===== src/rtl/bkm_step_scoreboard_pkg.sv =====
// Shared definitions for the BKM step-checker scoreboard.
//   - run-state encoding (also driven onto the 2-bit 'state' output)
//   - bit positions of the {Y,X,v,u} channels inside war_vec / err_vec
package bkm_step_scoreboard_pkg;

  // The encodings are externally visible on the state port, so they are pinned explicitly.
  typedef enum logic [1:0] {
    StIdle  = 2'b00,
    StRun   = 2'b01,
    StDone  = 2'b10,
    StAbort = 2'b11
  } bkm_state_e;

  // Channel bit indices in war_vec / err_vec: {Y,X,v,u}.
  localparam int unsigned ChkBitU = 0;
  localparam int unsigned ChkBitV = 1;
  localparam int unsigned ChkBitX = 2;
  localparam int unsigned ChkBitY = 3;

  localparam int unsigned ChkVecW = 4;

endpackage


===== src/rtl/bkm_peak_tracker.sv =====
// Peak-magnitude tracker for one signed delta channel.
// Holds the largest |delta_i| seen since the last clear. The magnitude is exact in
// W-bit unsigned, so the most negative input -2^(W-1) yields 2^(W-1).
//
// Ports:
//   clk_i     clock, rising edge
//   srst_ni   synchronous active-low reset (clears the peak)
//   clr_i     clear the peak to 0 (start of a new run)
//   sample_i  compare-and-update this cycle
//   delta_i   signed two's-complement delta
//   peak_o    registered unsigned peak magnitude
module bkm_peak_tracker #(
  parameter int unsigned W = 16
) (
  input  logic         clk_i,
  input  logic         srst_ni,
  input  logic         clr_i,
  input  logic         sample_i,
  input  logic [W-1:0] delta_i,
  output logic [W-1:0] peak_o
);

  logic [W-1:0] mag;
  logic [W-1:0] peak_d, peak_q;

  // Two's-complement negate in W bits; -2^(W-1) maps onto itself, which read
  // as unsigned is exactly 2^(W-1).
  always_comb begin
    mag = delta_i;
    if (delta_i[W-1]) begin
      mag = ~delta_i + W'(1);
    end
  end

  always_comb begin
    peak_d = peak_q;
    if (clr_i) begin
      peak_d = '0;
    end else if (sample_i && (mag > peak_q)) begin
      peak_d = mag;
    end
  end

  always_ff @(posedge clk_i) begin
    if (!srst_ni) begin
      peak_q <= '0;
    end else begin
      peak_q <= peak_d;
    end
  end

  assign peak_o = peak_q;

endmodule


===== src/rtl/bkm_step_scoreboard.sv =====
// BKM step scoreboard.
// Collects per-run statistics from a step checker: sample count, samples with any
// warning, samples with any error, and the peak |delta| on each of the four channels.
// A run starts with 'start', ends with 'stop' (DONE) or aborts once the error count
// reaches MAX_ERR (ABORT, disabled when MAX_ERR is 0). Results stay frozen until the
// next start. All outputs are registered.
//
// Ports:
//   clk, srst_n            clock and synchronous active-low reset
//   enable                 global clock-enable; low freezes all state
//   start, stop            run control
//   chk_valid              checker outputs valid this cycle
//   war_vec, err_vec       per-channel warnings / errors, {Y,X,v,u}
//   delta_u/v, delta_X/Y   signed deltas (WC / WD bits)
//   state, done, pass      FSM state, run finished, run verdict
//   n_samples/n_war/n_err  saturating statistics (WCNT bits)
//   peak_u/v, peak_X/Y     unsigned peak magnitudes
module bkm_step_scoreboard
  import bkm_step_scoreboard_pkg::*;
#(
  parameter int unsigned WC      = 16,
  parameter int unsigned WD      = 64,
  parameter int unsigned WCNT    = 32,
  parameter int unsigned MAX_ERR = 16
) (
  input  logic               clk,
  input  logic               srst_n,
  input  logic               enable,
  input  logic               start,
  input  logic               stop,
  input  logic               chk_valid,
  input  logic [ChkVecW-1:0] war_vec,
  input  logic [ChkVecW-1:0] err_vec,
  input  logic [WC-1:0]      delta_u,
  input  logic [WC-1:0]      delta_v,
  input  logic [WD-1:0]      delta_X,
  input  logic [WD-1:0]      delta_Y,
  output logic [1:0]         state,
  output logic               done,
  output logic               pass,
  output logic [WCNT-1:0]    n_samples,
  output logic [WCNT-1:0]    n_war,
  output logic [WCNT-1:0]    n_err,
  output logic [WC-1:0]      peak_u,
  output logic [WC-1:0]      peak_v,
  output logic [WD-1:0]      peak_X,
  output logic [WD-1:0]      peak_Y
);

  localparam logic [WCNT-1:0] CntOne  = WCNT'(1);
  localparam logic [WCNT-1:0] MaxErrC = WCNT'(MAX_ERR);
  // An abort threshold above the saturation value can never be reached.
  localparam bit AbortEn = (MAX_ERR != 0) &&
                           ((WCNT >= 32) || (64'(MAX_ERR) < (64'd1 << WCNT)));

  bkm_state_e state_d, state_q;
  logic [WCNT-1:0] n_samples_d, n_samples_q;
  logic [WCNT-1:0] n_war_d, n_war_q;
  logic [WCNT-1:0] n_err_d, n_err_q;
  logic done_d, done_q;
  logic pass_d, pass_q;
  logic clr, smp;
  logic war_any, err_any;

  assign war_any = war_vec[ChkBitU] | war_vec[ChkBitV] | war_vec[ChkBitX] | war_vec[ChkBitY];
  assign err_any = err_vec[ChkBitU] | err_vec[ChkBitV] | err_vec[ChkBitX] | err_vec[ChkBitY];

  // Next-state and statistics. With enable low nothing moves; reset is handled in the
  // register process and overrides enable.
  always_comb begin
    state_d     = state_q;
    n_samples_d = n_samples_q;
    n_war_d     = n_war_q;
    n_err_d     = n_err_q;
    clr         = 1'b0;
    smp         = 1'b0;

    if (enable) begin
      unique case (state_q)
        StRun: begin
          // start is ignored while running.
          if (chk_valid) begin
            smp = 1'b1;
            if (!(&n_samples_q)) n_samples_d = n_samples_q + CntOne;
            if (war_any && !(&n_war_q)) n_war_d = n_war_q + CntOne;
            if (err_any && !(&n_err_q)) n_err_d = n_err_q + CntOne;
          end
          // Abort beats a simultaneous stop; a sample on the stop edge is still counted.
          if (AbortEn && smp && err_any && (n_err_d == MaxErrC)) begin
            state_d = StAbort;
          end else if (stop) begin
            state_d = StDone;
          end
        end
        default: begin
          // IDLE, DONE, ABORT: stop is ignored, start opens a fresh run.
          if (start) begin
            state_d     = StRun;
            clr         = 1'b1;
            n_samples_d = '0;
            n_war_d     = '0;
            n_err_d     = '0;
          end
        end
      endcase
    end

    done_d = (state_d == StDone) || (state_d == StAbort);
    pass_d = (state_d == StDone) && (n_err_d == '0) && (n_samples_d != '0);
  end

  always_ff @(posedge clk) begin
    if (!srst_n) begin
      state_q     <= StIdle;
      n_samples_q <= '0;
      n_war_q     <= '0;
      n_err_q     <= '0;
      done_q      <= 1'b0;
      pass_q      <= 1'b0;
    end else begin
      state_q     <= state_d;
      n_samples_q <= n_samples_d;
      n_war_q     <= n_war_d;
      n_err_q     <= n_err_d;
      done_q      <= done_d;
      pass_q      <= pass_d;
    end
  end

  bkm_peak_tracker #(.W(WC)) u_peak_u (
    .clk_i    (clk),
    .srst_ni  (srst_n),
    .clr_i    (clr),
    .sample_i (smp),
    .delta_i  (delta_u),
    .peak_o   (peak_u)
  );

  bkm_peak_tracker #(.W(WC)) u_peak_v (
    .clk_i    (clk),
    .srst_ni  (srst_n),
    .clr_i    (clr),
    .sample_i (smp),
    .delta_i  (delta_v),
    .peak_o   (peak_v)
  );

  bkm_peak_tracker #(.W(WD)) u_peak_x (
    .clk_i    (clk),
    .srst_ni  (srst_n),
    .clr_i    (clr),
    .sample_i (smp),
    .delta_i  (delta_X),
    .peak_o   (peak_X)
  );

  bkm_peak_tracker #(.W(WD)) u_peak_y (
    .clk_i    (clk),
    .srst_ni  (srst_n),
    .clr_i    (clr),
    .sample_i (smp),
    .delta_i  (delta_Y),
    .peak_o   (peak_Y)
  );

  assign state     = state_q;
  assign done      = done_q;
  assign pass      = pass_q;
  assign n_samples = n_samples_q;
  assign n_war     = n_war_q;
  assign n_err     = n_err_q;

endmodule


===== config.mk =====
export PLATFORM = sky130hd
export DESIGN_NAME = bkm_step_scoreboard
export DESIGN_NICKNAME = d
export VERILOG_FILES = /design/src/rtl/bkm_step_scoreboard_pkg.sv /design/src/rtl/bkm_peak_tracker.sv /design/src/rtl/bkm_step_scoreboard.sv
export SDC_FILE = /design/constraint.sdc
export NUM_CORES = 1
export LEC_CHECK = 0
export CORE_ASPECT_RATIO = 1.1
export CORE_MARGIN = 8
export CORE_UTILIZATION = 56
export DETAILED_ROUTE_END_ITERATION = 8
export GPL_ROUTABILITY_DRIVEN = 0
export PLACE_DENSITY = 0.88
export REMOVE_ABC_BUFFERS = 1
export SYNTH_ARGS = -nofsm -noshare
export SYNTH_HDL_FRONTEND = slang
export SYNTH_SLANG_ARGS = --single-unit

===== constraint.sdc =====
create_clock -name clk -period 16.3 [get_ports clk]
set_clock_uncertainty 0.2 [all_clocks]
set_input_delay 3.26 -clock clk [delete_from_list [all_inputs] [get_ports clk]]
set_output_delay 3.26 -clock clk [all_outputs]
set_load 0.05 [all_outputs]

### Word level (Yosys, flattened, before mapping)

Cells that the tools add are included.
W data, S select, Z words.

* output and inout port bits: 260
* memory bits (read-only): 0
* memories kept: 0
* bits in registers: 260
* bits in latches: 0
* bits of input ports: 174
* RAM bits: 0

* mux-type cells: 33
* shift-type cells: 0
* $lt $le $gt $ge: 4
* reductions and logical operators: 21
* bitwise logic cells: 11
* eq/ne operators: 6
* divide/modulo/power cells: 0
* $add $sub $neg: 7
* multiply operators: 0

Operator list (number)
* $mux W32: 16
* $add A64 B1 Y64 const B: 2
* $gt A64 B64 Y1: 2
* $mux W64: 2
* $not A64 Y64: 2
* $add A32 B1 Y32 const B: 3
* $reduce_and A32 Y1: 3
* $add A16 B1 Y16 const B: 2
* $eq A32 B5 Y1 const B: 1
* $gt A16 B16 Y1: 2
* $logic_not A32 Y1: 1
* $mux W16: 2
* $not A16 Y16: 2
* $reduce_bool A32 Y1: 1
* $logic_and A1 B1 Y1: 10
* $mux W2: 5
* $mux W1: 8
* $or A1 B1 Y1: 6
* $eq A2 B2 Y1 const B: 2
* $ne A2 B2 Y1 const B: 2
* $reduce_and A4 Y1: 1
* $eq A2 B1 Y1 const B: 1
* $logic_not A1 Y1: 2
* $reduce_bool A2 Y1: 1
* other kinds (3): 3

### Depth between registers and ports, before layout

Gate-level depths: netlist of the first run.

* word-level depth: 16
* gate-level depth with buffers: 21
* mapped depth without buffers: 18

### Modules after synthesis

Synthesis of the first run repeated with hierarchy kept, for this count alone.

* cell total of the unflattened synthesis: 2668
* area, all modules: 20842.5 um^2

By module, submodules not included
* bkm_step_scoreboard: instances 1, area each 6965.4 um^2, cells each 899, sequential area each 2001.9 um^2
* bkm_peak_tracker at u_peak_x: instances 1, area each 5545.3 um^2, cells each 698, sequential area each 1281.2 um^2
* bkm_peak_tracker at u_peak_y: instances 1, area each 5486.5 um^2, cells each 715, sequential area each 1281.2 um^2
* bkm_peak_tracker at u_peak_u ...: instances 2, area each 1422.6 um^2, cells each 178, sequential area each 320.3 um^2

### Worst setup path after synthesis of the first run

No wires, ideal clock.

* path type: input port to flip-flop
* from: input port delta_X[13]
* to: register u_peak_x.peak_q[10], in the netlist u_peak_x.peak_o[10]
* slack: 7.807 ns
* buffers on the path: 1
* data arrival time: 8.215 ns
* data required time: 16.022 ns
* cell stages on the path: 18
* cells stage by stage: or4_1 or4b_2 or2_2 nor2_1 nand3_1 o41ai_1 xnor2_1 ha_1 a21o_1 a21o_1 a21oi_1 o21ai_0 a21o_1 a221o_1 nor4_1 clkbuf_1 nor3_1 nor3_1

* longest elaborated chain between the ends: 5

RTL lines
* from (decl): line bkm_step_scoreboard.sv:36 `input logic [WD-1:0] delta_X,`
* $not A64 Y64: line bkm_peak_tracker.sv:31 `mag = ~delta_i + W'(1);`
* $add A64 B1 Y64: line bkm_peak_tracker.sv:31
* $mux W64: line bkm_peak_tracker.sv:30 `if (delta_i[W-1]) begin`
* named net u_peak_x.mag[49]: line bkm_peak_tracker.sv:23 `logic [W-1:0] mag;`
* $gt A64 B64 Y1: line bkm_peak_tracker.sv:39 `end else if (sample_i && (mag > peak_q)) begin`
* $logic_and A1 B1 Y1: line bkm_peak_tracker.sv:39
* to (signal assigned): line bkm_peak_tracker.sv:48 `peak_q <= peak_d;`
* to (decl): line bkm_peak_tracker.sv:24 `logic [W-1:0] peak_d, peak_q;`

The timed path passes the listed nets, and every way through them passes these cells.
A chain may end at the register's enable or synchronous reset.

### Worst setup path in the final report of the first run

* from: input port delta_X[11]
* to: register u_peak_x.peak_q[59], in the netlist u_peak_x.peak_o[59]

The elaborated chain is that of the path after synthesis.

==> results of run 1 <==
[power by group through the flow]
stage               Clock (mW)  Sequential [mW]  Combinational (mW)
global route             0.787            0.653               0.444
CTS                      0.757            0.652               0.402
floorplan                    0            0.695               0.210
global placement             0            0.666               0.382
detailed placement           0            0.666               0.397
finish                   0.749            0.653               0.410
[Yosys cell counts, types with 7 or more instances]
cell type,n
xor2_1,34
or2_2,18
o21ai_0,110
o221ai_1,7
nand4_1,95
o21a_1,17
clkbuf_1,141
mux2i_1,16
and4_1,19
a21o_1,61
ha_1,167
o41ai_1,25
nor3_1,300
nand2_1,153
buf_1,7
and3_1,26
inv_1,189
nor4_1,26
dfxtp_1,260
nor2_1,156
nand2b_1,12
xnor2_1,151
o31ai_1,47
buf_2,7
nor2b_1,9
or4_1,27
a31oi_1,21
a211oi_1,37
a21oi_1,211
or3_1,42
o211ai_1,14
and2_1,23
nand3_1,70
[layer usage]
metal	global-route usage	wire length, um	up-vias
li1	-	-	10242
met1	0.381	26000	10329
met2	0.551	33200	1444
met3	0.0692	7230	338
met4	0.188	4700	0
met5	0	0	-
[area by class of cell]
type                       instances  area share
inverter                         190      0.0281
multi-input combinational       2005       0.522
clock inverter                     9     0.00588
tap                              444      0.0219
clock buffer                      47      0.0377
antenna                            4    0.000395
timing repair buffer             458       0.178
sequential                       260       0.205
[through the flow]
stage	setup slack [ns]	hold slack [ns]	area [sq um]	std cells	total power, mW
after global routing	6.05	0.312	25300	3417	1.88
after CTS	6.65	0.291	25300	3413	1.81
after detailed placement	6.04	0.275	24200	3357	1.06
after floorplan	3.71	0.509	19100	2455	0.905
after global placement	6.44	0.276	24200	3357	1.05
final	6.44	0.290	25300	3417	1.81
[worst max-delay path: cells and delay by family]
family / cells / cell delay (ns)
AO/OA/AOI/OAI: 4 / 0.98
XOR/XNOR: 1 / 0.17
adder cells (fa/ha/maj): 1 / 0.32
buffers and inverters: 1 / 0.50
AND/OR/NAND/NOR: 10 / 4.86
[registers in the layout (all words and copies together) (netlist names)]
| signal | cells |
|---|---|
| done | 1 |
| n_err | 32 |
| n_samples | 32 |
| n_war | 32 |
| pass | 1 |
| state | 2 |
| u_peak_u.peak_o | 16 |
| u_peak_v.peak_o | 16 |
| u_peak_x.peak_o | 64 |
| u_peak_y.peak_o | 64 |
[worst paths after layout]
kind                         end  slack, ns
max          u_peak_x.peak_o[59]       6.44
min          u_peak_v.peak_o[14]       0.29
max reg2reg                 pass      11.92
min reg2reg  u_peak_v.peak_o[14]       0.29
[cells by family after synthesis]
kind of cell | synth area share
compound gates | 0.205
xor+xnor | 0.0822
flops | 0.264
simple gates | 0.265
mux | 0.00984
buf+inv | 0.0670
fa+ha+maj | 0.106
==> results.cfg, run 1 <==
[synthesis]
ys_seq_area_frac = 0.264
netlist_area_sq_um = 19700
synthArstFlopShare = 0
synth-main-ff-cell = dfxtp_1
yosysWarnings = 0
synthCells = 2612
synth_cell_type_count = 81
ys_ff_latch = 260
synth_top_area_share = 0.264
synth.avg_cell_area_sq_um = 7.54
synth_area_leaders = dfxtp_1, ha_1, nor3_1
synth_top_area_cell = dfxtp_1
synth_edf_count = 0

[detailed_routing]
final_antenna_net_count = 0
routedWlPerCell_um = 20.8
drtPass1Iterations = 9
wirelength_mm = 71.2
drc_errors = 11
dr.first_iter.drc_count = 2417
via_count = 22353
via_per_inst = 6.54

[clock_tree]
clockBufferDepth = 3
cts_buffers = 30
cts_tree = done
cts.clk_slew.worst_paths_ns = 0.06
cts.sinks = 260
cts_resized = 0
clock_tree.root_cell = clkbuf_16
insertion_delay_ns = 0.57
htreeDepth = 1
holdBufCountCts = 0
postCtsSetupBuffers = 0

[setup_path]
crit_path_frequent_cell = nand4_1
startpoint = delta_X[11]
crit_chain = clkdlybuf4s50_1 > or4_1 > or4b_2 > nor3_1 > nand4_1 > o41ai_1 > xnor2_1 > ha_1 > nand4_1 > nor2_1 > nand4_1 > nor4_1 > o21ai_0 > a21oi_1 > or4_2 > a21oi_1 > nor3_1
worstSetupPathType = primary input to flip-flop
cp-end-kind = flip-flop
worstPathArrival_ns = 10.12
cpPeakStageDelay_ns = 1.01
critical_path.startpoint_type = primary input
cp_slowest_cell = or4_2
r2r_start = n_err[6]
cp_max_fo = 64
required_ns = 16.56
reg2reg_depth = 10

[place]
detailed_place_hpwl_mm = 51.7
buffer_ports.inserted = 433

[power]
clkPwrFrac = 0.414
pwr-share-comb = 0.226
swShare = 0.299
internal_power_mw = 1.27
ir_drop_mv = 0.0766
p_seq_frac = 0.360
p_sw_uw = 542
leakage_nw = 8.53
p_per_area_nw_per_um2 = 71.5

[timing]
setup_viol = 0
fin_crit_ns = 9.86
rsz0062_at_grt = false
hold_viol_final = 0
setup_tns_ns = 0
slew_headroom = 0.0787
tightestPinTransition_ns = 1.35
slew_viol_final = 0
timing.fmax_mhz = 101
fin_crit_sh = 0.605

[final_layout]
nets = 3286
utilization = 0.725
regArea_sq_um = 5200
multiInputGateArea_sq_um = 13200
drive_gt1_frac = 0.0428
layout_common_cells = clkdlybuf4s50_1, nor3_1, dfxtp_1
layout_commonest_cell = clkdlybuf4s50_1
area_growth_pct = 28.6
num-fill-cells = 2636

[global_route]
grt_first_pass_wirelength_mm = 114
grt_max_degree = 97
grt_pass1_vias = 21786
antenna_found_initial = 4
grt_usage = 0.326
grt_overflow = 0

[floorplan]
rows = 72
dieArea_sq_um = 41400
core_area_sq_um = 35000
io_pins = 434
die_h_um = 213
initial_core_util = 0.564
die_x_um = 195

[min_path]
hp-start = u_peak_v.peak_o[14]
hold_path_depth = 2
min_path_type = flip-flop to flip-flop

[run_status]
violations = DRC
outcome = finished, violations left

[flow_run]
drv_cap = 0
No activity file was read; power rests on OpenSTA's default activity.
==> run 2: changes to the inputs <==
- CORE_UTILIZATION: 56 -> 47
- PLACE_DENSITY: 0.88 -> 0.79
- clock period: 16.3 -> 9 ns (I/O delays scaled with it)
==> run 2 against run 1 <==
- the flow now finishes without violations
- core utilization fell by 11 points
- register-to-register slack got worse by 7.7 ns
- combinational power rose by 81%
- global-route usage fell by 5.4 points
- total power rose by 78%
- first-iteration DRC count fell by 11%
- cell area rose by 0.52%
- hold slack got worse by 0.0044 ns
- wire length fell by 0.99%
- non-clock buffer count rose by 6
- via count fell by 1.9%
- largest cell class unchanged
- largest power group unchanged
==> results.cfg, run 2 (synthesis results as in run 1) <==
[run_status]
outcome = finished clean

[power]
ir_drop_mv = 0.169
leakage_nw = 8.52
p_per_area_nw_per_um2 = 127

[detailed_routing]
drc_errors = 0
via_per_inst = 6.20
wirelength_mm = 70.5
drtPass1Iterations = 8
final_antenna_net_count = 0
routedWlPerCell_um = 19.9
via_count = 21935
dr.first_iter.drc_count = 2155

[floorplan]
dieArea_sq_um = 48700
initial_core_util = 0.477
io_pins = 434
die_x_um = 211
rows = 78
core_area_sq_um = 41300
die_h_um = 231

[global_route]
grt_pass1_vias = 21300
antenna_found_initial = 2
grt_usage = 0.271
grt_max_degree = 83
grt_overflow = 0
grt_first_pass_wirelength_mm = 111

[flow_run]
drv_cap = 0

[setup_path]
crit_path_frequent_cell = a21oi_1
reg2reg_setup_slack_ns = 4.27
worstPathArrival_ns = 8.72
required_ns = 9.21
crit_chain = clkdlybuf4s50_1 > nor4_1 > nand3_1 > or2_2 > nor2_1 > nand4_1 > o41ai_1 > xnor2_1 > ha_1 > a21o_1 > a21oi_1 > nor2b_1 > o211ai_1 > a31oi_1 > a221o_1 > or4_2 > buf_4 > a21oi_1 > nor3_1
critical_path.startpoint_type = primary input
cp_slowest_cell = nor4_1
worstSetupPathType = primary input to flip-flop
cpPeakStageDelay_ns = 1.17
cp_max_fo = 49
cp-end-kind = flip-flop

[clock_tree]
clockBufferDepth = 3
cts_tree = done
cts.clk_slew.worst_paths_ns = 0.06
postCtsSetupBuffers = 0
clock_tree.root_cell = clkbuf_16
holdBufCountCts = 0
cts_resized = 0
htreeDepth = 1
cts_buffers = 31
insertion_delay_ns = 0.58
cts.sinks = 260

[timing]
setup_viol = 0
setup_tns_ns = 0
slew_headroom = 0.0632
fin_crit_ns = 8.51
timing.fmax_mhz = 118
fin_crit_sh = 0.945
rsz0062_at_grt = false
tightestPinTransition_ns = 1.39
hold_viol_final = 0
slew_viol_final = 0

[place]
buffer_ports.inserted = 433
post_dp_cell_area_sq_um = 24400
detailed_place_hpwl_mm = 52.6
place.detailed.instances = 3479

[final_layout]
design_area_sq_um = 25500
layout_commonest_cell = clkdlybuf4s50_1
nets = 3293
drive_gt1_frac = 0.0450
area_growth_pct = 29.3
num-fill-cells = 3594
layout_common_cells = clkdlybuf4s50_1, nor3_1, dfxtp_1
layoutNonFillerInstCount = 3537

[min_path]
min_path_type = flip-flop to flip-flop
## run 2: changes by cell type in the layout (fill, tap and decap cells not counted)
cell,previous run,this run
clkbuf_8,12,5
inv_6,1,0
clkinv_2,4,9
clkbuf_1,4,3
clkinvlp_4,0,4
diode_2,4,2
buf_4,25,31
## run 2: report_power, final
part / internal (mW) / leakage [nW] / switching [mW] / total, mW
Clock: 0.782 / 0.514 / 0.528 / 1.31
Sequential: 1.17 / 2.10 / 0.0148 / 1.18
Combinational: 0.295 / 5.91 / 0.446 / 0.742
Total: 2.24 / 8.52 / 0.989 / 3.23
## run 2: layer usage
layer  track usage  part of all wire  vias up
met2         0.459              0.47     1161
met3        0.0587             0.094      259
met4         0.141             0.057        0
met1         0.319              0.38    10264
li1              -                 -    10251
met5             0                 0        -
## run 2: area by class of cell
type	instances	area, sq um	area share
diodes	2	5.00	0.000196
well taps	560	701	0.0275
multi-input cells	2005	13200	0.520
inverters	190	713	0.0280
clock buffers	39	856	0.0336
clock inverters	17	195	0.00766
repair buffers	464	4560	0.179
flip-flops and latches	260	5200	0.204
## run 2: worst paths after layout
path,endpoint,start,depth (start not counted)
worst max register to register,pass,n_err[6],9
worst min-delay path,u_peak_u.peak_o[1],u_peak_u.peak_o[1],2
worst min register to register,u_peak_u.peak_o[1],u_peak_u.peak_o[1],2
worst max-delay path,u_peak_x.peak_o[54],delta_X[3],19
## run 2: through the flow
stage	hold WS, ns	worst slack (ns)	power [mW]	utilization
finish	0.286	0.491	3.23	0.617
global route	0.313	0.316	3.37	0.617
CTS	0.287	0.828	3.25	0.617
detailed placement	0.276	0.243	1.93	0.591
global placement	0.277	0.438	1.91	0.591
floorplan	0.509	-2.13	1.64	-
## run 2: worst max-delay path: cells and delay by family
family,cells,cell delay [ns]
compound gates,7,1.67
xor+xnor,1,0.22
fa+ha+maj,1,0.30
buf+inv,2,0.88
simple gates,8,3.79
